--- src/rtl/audio_decim_if.sv ---
// Handshake bundle between the FIR stage, the decimating buffer and the audio serializer.
// The slave modport is the buffer itself; the master modport is whoever drives the samples and readiness.
interface audio_decim_if #(
    parameter int WIDTH = 16,
    parameter int DEPTH = 8
);
    localparam int LW = $clog2(DEPTH) + 1;

    logic                    in_valid;
    logic signed [WIDTH-1:0] in_data;
    logic                    out_ready;
    logic                    clear_ovf;
    logic                    out_valid;
    logic signed [WIDTH-1:0] out_data;
    logic [LW-1:0]           level;
    logic                    overflow;

    modport master (
        output in_valid, in_data, out_ready, clear_ovf,
        input  out_valid, out_data, level, overflow
    );

    modport slave (
        input  in_valid, in_data, out_ready, clear_ovf,
        output out_valid, out_data, level, overflow
    );
endinterface

--- src/rtl/audio_decim_buffer.sv ---
// Keeps every DECIM-th filtered sample, applies a saturating gain shift and queues it in a
// first-word-fall-through FIFO with a sticky overflow flag for dropped samples.
module audio_decim_buffer #(
    parameter int WIDTH      = 16,
    parameter int DECIM      = 4,
    parameter int DEPTH      = 8,
    parameter int GAIN_SHIFT = 0
) (
    input logic         clk,
    input logic         rst,
    audio_decim_if.slave bus
);
    localparam int AW = $clog2(DEPTH);
    localparam int LW = AW + 1;
    localparam int CW = (DECIM > 1) ? $clog2(DECIM) : 1;
    localparam int XW = WIDTH + 8;

    // Saturation bounds held in the widened domain so the shifted value compares directly.
    localparam logic signed [XW-1:0] SAT_MAX = {{9{1'b0}}, {(WIDTH-1){1'b1}}};
    localparam logic signed [XW-1:0] SAT_MIN = {{9{1'b1}}, {(WIDTH-1){1'b0}}};

    logic [CW-1:0]        dec_cnt;
    logic [WIDTH-1:0]     mem [DEPTH];
    logic [AW-1:0]        wr_ptr;
    logic [AW-1:0]        rd_ptr;
    logic [LW-1:0]        level;
    logic                 overflow;
    logic signed [XW-1:0] ext;
    logic signed [XW-1:0] shifted;
    logic [WIDTH-1:0]     sat_data;
    logic                 keep;
    logic                 full;
    logic                 empty;
    logic                 push;
    logic                 pop;
    logic                 drop;

    always_comb begin
        ext      = {{8{bus.in_data[WIDTH-1]}}, bus.in_data};
        shifted  = ext <<< GAIN_SHIFT;
        sat_data = shifted[WIDTH-1:0];
        if (shifted > SAT_MAX) begin
            sat_data = SAT_MAX[WIDTH-1:0];
        end else if (shifted < SAT_MIN) begin
            sat_data = SAT_MIN[WIDTH-1:0];
        end
    end

    assign empty = (level == '0);
    assign full  = (level == LW'(DEPTH));
    assign keep  = bus.in_valid && (dec_cnt == '0);
    assign pop   = !empty && bus.out_ready;
    // A full FIFO still accepts a sample when the head leaves in the same cycle.
    assign push  = keep && (!full || pop);
    assign drop  = keep && full && !pop;

    always_ff @(posedge clk) begin
        if (rst) begin
            dec_cnt <= '0;
        end else if (bus.in_valid) begin
            dec_cnt <= (dec_cnt == CW'(DECIM - 1)) ? '0 : dec_cnt + CW'(1);
        end
    end

    always_ff @(posedge clk) begin
        if (rst) begin
            wr_ptr <= '0;
            rd_ptr <= '0;
            level  <= '0;
        end else begin
            if (push) wr_ptr <= wr_ptr + AW'(1);
            if (pop)  rd_ptr <= rd_ptr + AW'(1);
            if (push && !pop) begin
                level <= level + LW'(1);
            end else if (pop && !push) begin
                level <= level - LW'(1);
            end
        end
    end

    always_ff @(posedge clk) begin
        if (push && !rst) begin
            mem[wr_ptr] <= sat_data;
        end
    end

    // A drop in the same cycle as a clear leaves the flag set.
    always_ff @(posedge clk) begin
        if (rst) begin
            overflow <= 1'b0;
        end else if (drop) begin
            overflow <= 1'b1;
        end else if (bus.clear_ovf) begin
            overflow <= 1'b0;
        end
    end

    assign bus.out_valid = !empty;
    assign bus.out_data  = empty ? '0 : mem[rd_ptr];
    assign bus.level     = level;
    assign bus.overflow  = overflow;
endmodule

--- src/flat_wrapper.sv ---
// flat-port wrapper written by rule: the top's interface ports become plain ports
module audio_decim_buffer_flat 
#(
    parameter int WIDTH      = 16,
    parameter int DECIM      = 4,
    parameter int DEPTH      = 8,
    parameter int GAIN_SHIFT = 0
)
  (clk, rst, bus_in_valid, bus_in_data, bus_out_ready, bus_clear_ovf, bus_out_valid, bus_out_data, bus_level, bus_overflow);
  audio_decim_if #(.WIDTH(WIDTH), .DEPTH(DEPTH)) bus_i ();
  input logic clk;
  input logic rst;
  input wire logic [$bits(bus_i.in_valid)-1:0] bus_in_valid;
  input wire logic [$bits(bus_i.in_data)-1:0] bus_in_data;
  input wire logic [$bits(bus_i.out_ready)-1:0] bus_out_ready;
  input wire logic [$bits(bus_i.clear_ovf)-1:0] bus_clear_ovf;
  output wire logic [$bits(bus_i.out_valid)-1:0] bus_out_valid;
  output wire logic [$bits(bus_i.out_data)-1:0] bus_out_data;
  output wire logic [$bits(bus_i.level)-1:0] bus_level;
  output wire logic [$bits(bus_i.overflow)-1:0] bus_overflow;
  assign bus_i.in_valid = bus_in_valid;
  assign bus_i.in_data = bus_in_data;
  assign bus_i.out_ready = bus_out_ready;
  assign bus_i.clear_ovf = bus_clear_ovf;
  assign bus_out_valid = bus_i.out_valid;
  assign bus_out_data = bus_i.out_data;
  assign bus_level = bus_i.level;
  assign bus_overflow = bus_i.overflow;
  audio_decim_buffer #(.WIDTH(WIDTH), .DECIM(DECIM), .DEPTH(DEPTH), .GAIN_SHIFT(GAIN_SHIFT)) u_core (.clk(clk), .rst(rst), .bus(bus_i));
endmodule
--- config.mk ---
export PLATFORM = sky130hd
export DESIGN_NAME = audio_decim_buffer_flat
export DESIGN_NICKNAME = d
export VERILOG_FILES = /design/src/rtl/audio_decim_if.sv /design/src/rtl/audio_decim_buffer.sv /design/src/flat_wrapper.sv
export SDC_FILE = /design/constraint.sdc
export NUM_CORES = 1
export LEC_CHECK = 0
export CAP_MARGIN = 20
export CORE_UTILIZATION = 45
export DETAILED_ROUTE_END_ITERATION = 12
export SYNTH_ARGS = -nofsm -noshare
export SYNTH_HDL_FRONTEND = slang
export SYNTH_SLANG_ARGS = --single-unit
--- constraint.sdc ---
create_clock -name clk -period 5.4 [get_ports clk]
set_clock_uncertainty 0.1 [all_clocks]
set_input_delay 0.81 -clock clk [delete_from_list [all_inputs] [get_ports clk]]
set_output_delay 0.81 -clock clk [all_outputs]
set_load 0.03 [all_outputs]
==> impl_metrics.tcl <==
set metrics [dict create \
    grt_pass1_vias 2754 \
    combPwrFrac_pct 28.4 \
    r2r_slack_ns 2.63 \
    design.die.area_um2 13200 \
    worst_pin_slew_ns 0.770 \
    synthFlopType "edfxtp_1" \
    synthToLayoutAreaGrowth_pct 21.1 \
    rsz0062_at_grt "false" \
    drt_wl_total_um 10500 \
    grt_max_degree 33 \
    holdBufCountCts 0 \
    drv_cap 0 \
    fp.dieW_um 115 \
    worstHoldPathType "reg -> reg" \
    numCtsBuffers 17 \
    end_kind "output pin" \
    dieHeight_um 115 \
    start_util_pct 46.9 \
    endpoint "bus_out_data[4]" \
    ctsResizeCount 0 \
    grt_pass1_wl_um 16000 \
    dr.pass1.iters 4 \
    ir_drop_mv 0.324 \
    dp_slack_ns 1.88 \
    io_pins 43 \
    rows 40 \
    drc 0 \
    crit_type "reg -> out" \
    yosysMostFrequentCell "edfxtp_1" \
    grt.overflow.total 0 \
    p_sw_share_pct 29.2 \
    synthesis.area_um2 5760 \
    synth_cell_types 33 \
    ys_seq_area_share_pct 72.3 \
    p_sw_mw 1.05 \
    clock_tree.root_cell "clkbuf_16" \
    p_total_mw 3.58 \
    via_per_inst 5.20 \
    worst_r2r_path_depth 11 \
    antenna_found_initial 0 \
    clockPowerShare_pct 34.4 \
    hold_viol 0 \
    syn_inst 311 \
    postCtsSetupRepairBufs 0 \
    setup_violations 0 \
    wl_per_cell_um 19.7 \
    path_depth 5 \
    async_flop_share_pct 0 \
    portBuffers 42 \
    crit_family "buffers and inverters" \
    core_um2 12300 \
    cts_tree "done" \
    yosys-top-cells-area "edfxtp_1, mux4_2, dfxtp_1, mux2i_1, nor2_1" \
    hpwlAfterDp_um 6210 \
    cp-start-kind "flip-flop" \
    status "complete, no violations" \
    yosys.area.top_type_share_pct 66.8 \
    gp_congestion 0.715 \
    critPathMaxFanout 17 \
    p_int_mw 2.53 \
    fin_ws_ns 1.53 \
    power_density_nw_per_um2 514 \
    crit_chain "buf_4 -> mux4_2 -> mux2i_1 -> nor2_1 -> clkdlybuf4s50_1" \
    n_antenna_cell 0 \
    ys_warn_count 0 \
    clkTransAtPathRegs_ns 0.06 \
    synth-edff-count 128 \
    fmax_mhz 258 \
    arrival_ns 2.96 \
    cts_buffer_depth 2 \
    drt-initial-drc-count 130 \
    crit_slowest_cell "dfxtp_2" \
    track_usage_pct 17.8 \
    cts.htree.levels 4 \
    ys_ff_latch 144 \
    dr_total_vias 2782 \
    fillers 936 \
    path_buf_inv 2 \
    min_period_over_period_pct 71.7 \
    insertion_delay_ns 0.42 \
    ant_nets 0 \
    r2r_start "u_core.bus.level[0]$_SDFFE_PP0P_" \
    avgSynthCellArea_um2 18.5 \
    tns_ns 0 \
    r2r-end "u_core.bus.level[3]$_SDFFE_PP0P_" \
    drive_gt1_share_pct 23.4 \
    synth_largest_area_cell "edfxtp_1" \
    cts.sinks 144 \
    drv_slew 0 \
    slowest_delay_ns 0.69 \
    fin_nets 384 \
    ys_top_cells_by_count "edfxtp_1, nor2_1, mux4_2, clkbuf_1, mux2i_1" \
    syn-num-nets 340 \
    min_period_ns 3.87 \
    crit_required_ns 4.49 \
    seq_power_share_pct 37.2 \
    p_leak_nw 2.27 \
    slew_headroom_pct 48.4 \
]
[cell families after synthesis]
| kind of cell | Yosys count | synth area share, % |
|---|---|---|
| AOI/OAI and AO/OA | 9 | 1.11 |
| xor gates and xnor gates | 4 | 0.739 |
| adders and majority gates | 8 | 1.87 |
| buffers and inverters | 36 | 3.06 |
| DFF | 144 | 72.3 |
| muxes | 53 | 16.2 |
| and+or+nand+nor | 57 | 4.69 |
[how the worst min path moves through the flow]
stage	to	from	slack (ns)	depth (start not counted)
after global routing	flip-flop	u_core.rd_ptr[1]$_SDFFE_PP0N_	0.41	2
after global placement	u_core.rd_ptr[1]$_SDFFE_PP0N_	u_core.rd_ptr[1]$_SDFFE_PP0N_	0.38	2
final	u_core.rd_ptr[1]$_SDFFE_PP0N_	u_core.rd_ptr[1]$_SDFFE_PP0N_	0.39	2
after detailed placement	u_core.rd_ptr[1]$_SDFFE_PP0N_	u_core.rd_ptr[1]$_SDFFE_PP0N_	0.38	2
after floorplan	flip-flop	u_core.rd_ptr[1]$_SDFFE_PP0N_	0.36	2
after CTS	u_core.rd_ptr[1]$_SDFFE_PP0N_	u_core.rd_ptr[1]$_SDFFE_PP0N_	0.39	2
[layout by cell type (no fill, tap or decap), types with 5 or more instances in the layout]
master             n
edfxtp_1         128
clkdlybuf4s50_1   42
nor2_1            34
mux4_2            32
mux2i_1           20
clkbuf_16         17
dfxtp_1           15
buf_4             12
ha_1               7
clkinv_2           7
inv_1              6
bufinv_16          5
[metal layers]
layer / share of wire [%] / track usage (%)
met4: 1.5 / 8.31
met1: 46 / 23.7
met5: 0 / 0
met3: 4.9 / 5.54
met2: 48 / 26.8
[state kept, by name, summed over array words and instances, names as in the netlist, named ones only]
name                 cells
u_core.mem             128
u_core.bus.level         4
u_core.rd_ptr            3
u_core.wr_ptr            3
u_core.dec_cnt           2
u_core.bus.overflow      1
[final cells by class]
class	instances	area, µm²	share of cell area [%]
sequential	144	4170	59.7
multi-input combinational	131	1440	20.6
timing repair buffer	54	510	7.32
clock buffer	17	425	6.10
tap	168	210	3.01
clock inverter	14	196	2.82
inverter	7	28.8	0.413
[worst reg2reg max path, cell delays in order (launching register included)]
cell and delay (ns):
dfxtp_1 0.41, nor4_4 0.27, buf_4 0.31, inv_4 0.08, nand2_4 0.09, ha_1 0.17, inv_1 0.09, ha_1 0.33
a21oi_1 0.19, a211oi_1 0.09, a31oi_1 0.19, mux2_1 0.34
[power by group through the flow]
stage	sequential [mW]	combinational, mW	clock, mW
after floorplan	1.34	0.718	0
after global placement	1.36	1.03	0
after detailed placement	1.36	1.03	0
after CTS	1.34	1.04	1.25
after global routing	1.34	1.09	1.29
final	1.33	1.02	1.23
[through the flow]
step | instances | hold WS, ns | instance area [µm²] | utilization (%)
6_report | 535 | 0.394 | 6970 | 56.9
5_1_grt | 535 | 0.412 | 6970 | 56.9
3_3_place_gp | 504 | 0.378 | 6350 | 51.8
4_1_cts | 535 | 0.388 | 6970 | 56.9
2_1_floorplan | 311 | 0.359 | 5760 | -
3_5_place_dp | 504 | 0.379 | 6350 | 51.8
No activity file was read; power rests on OpenSTA's default activity.
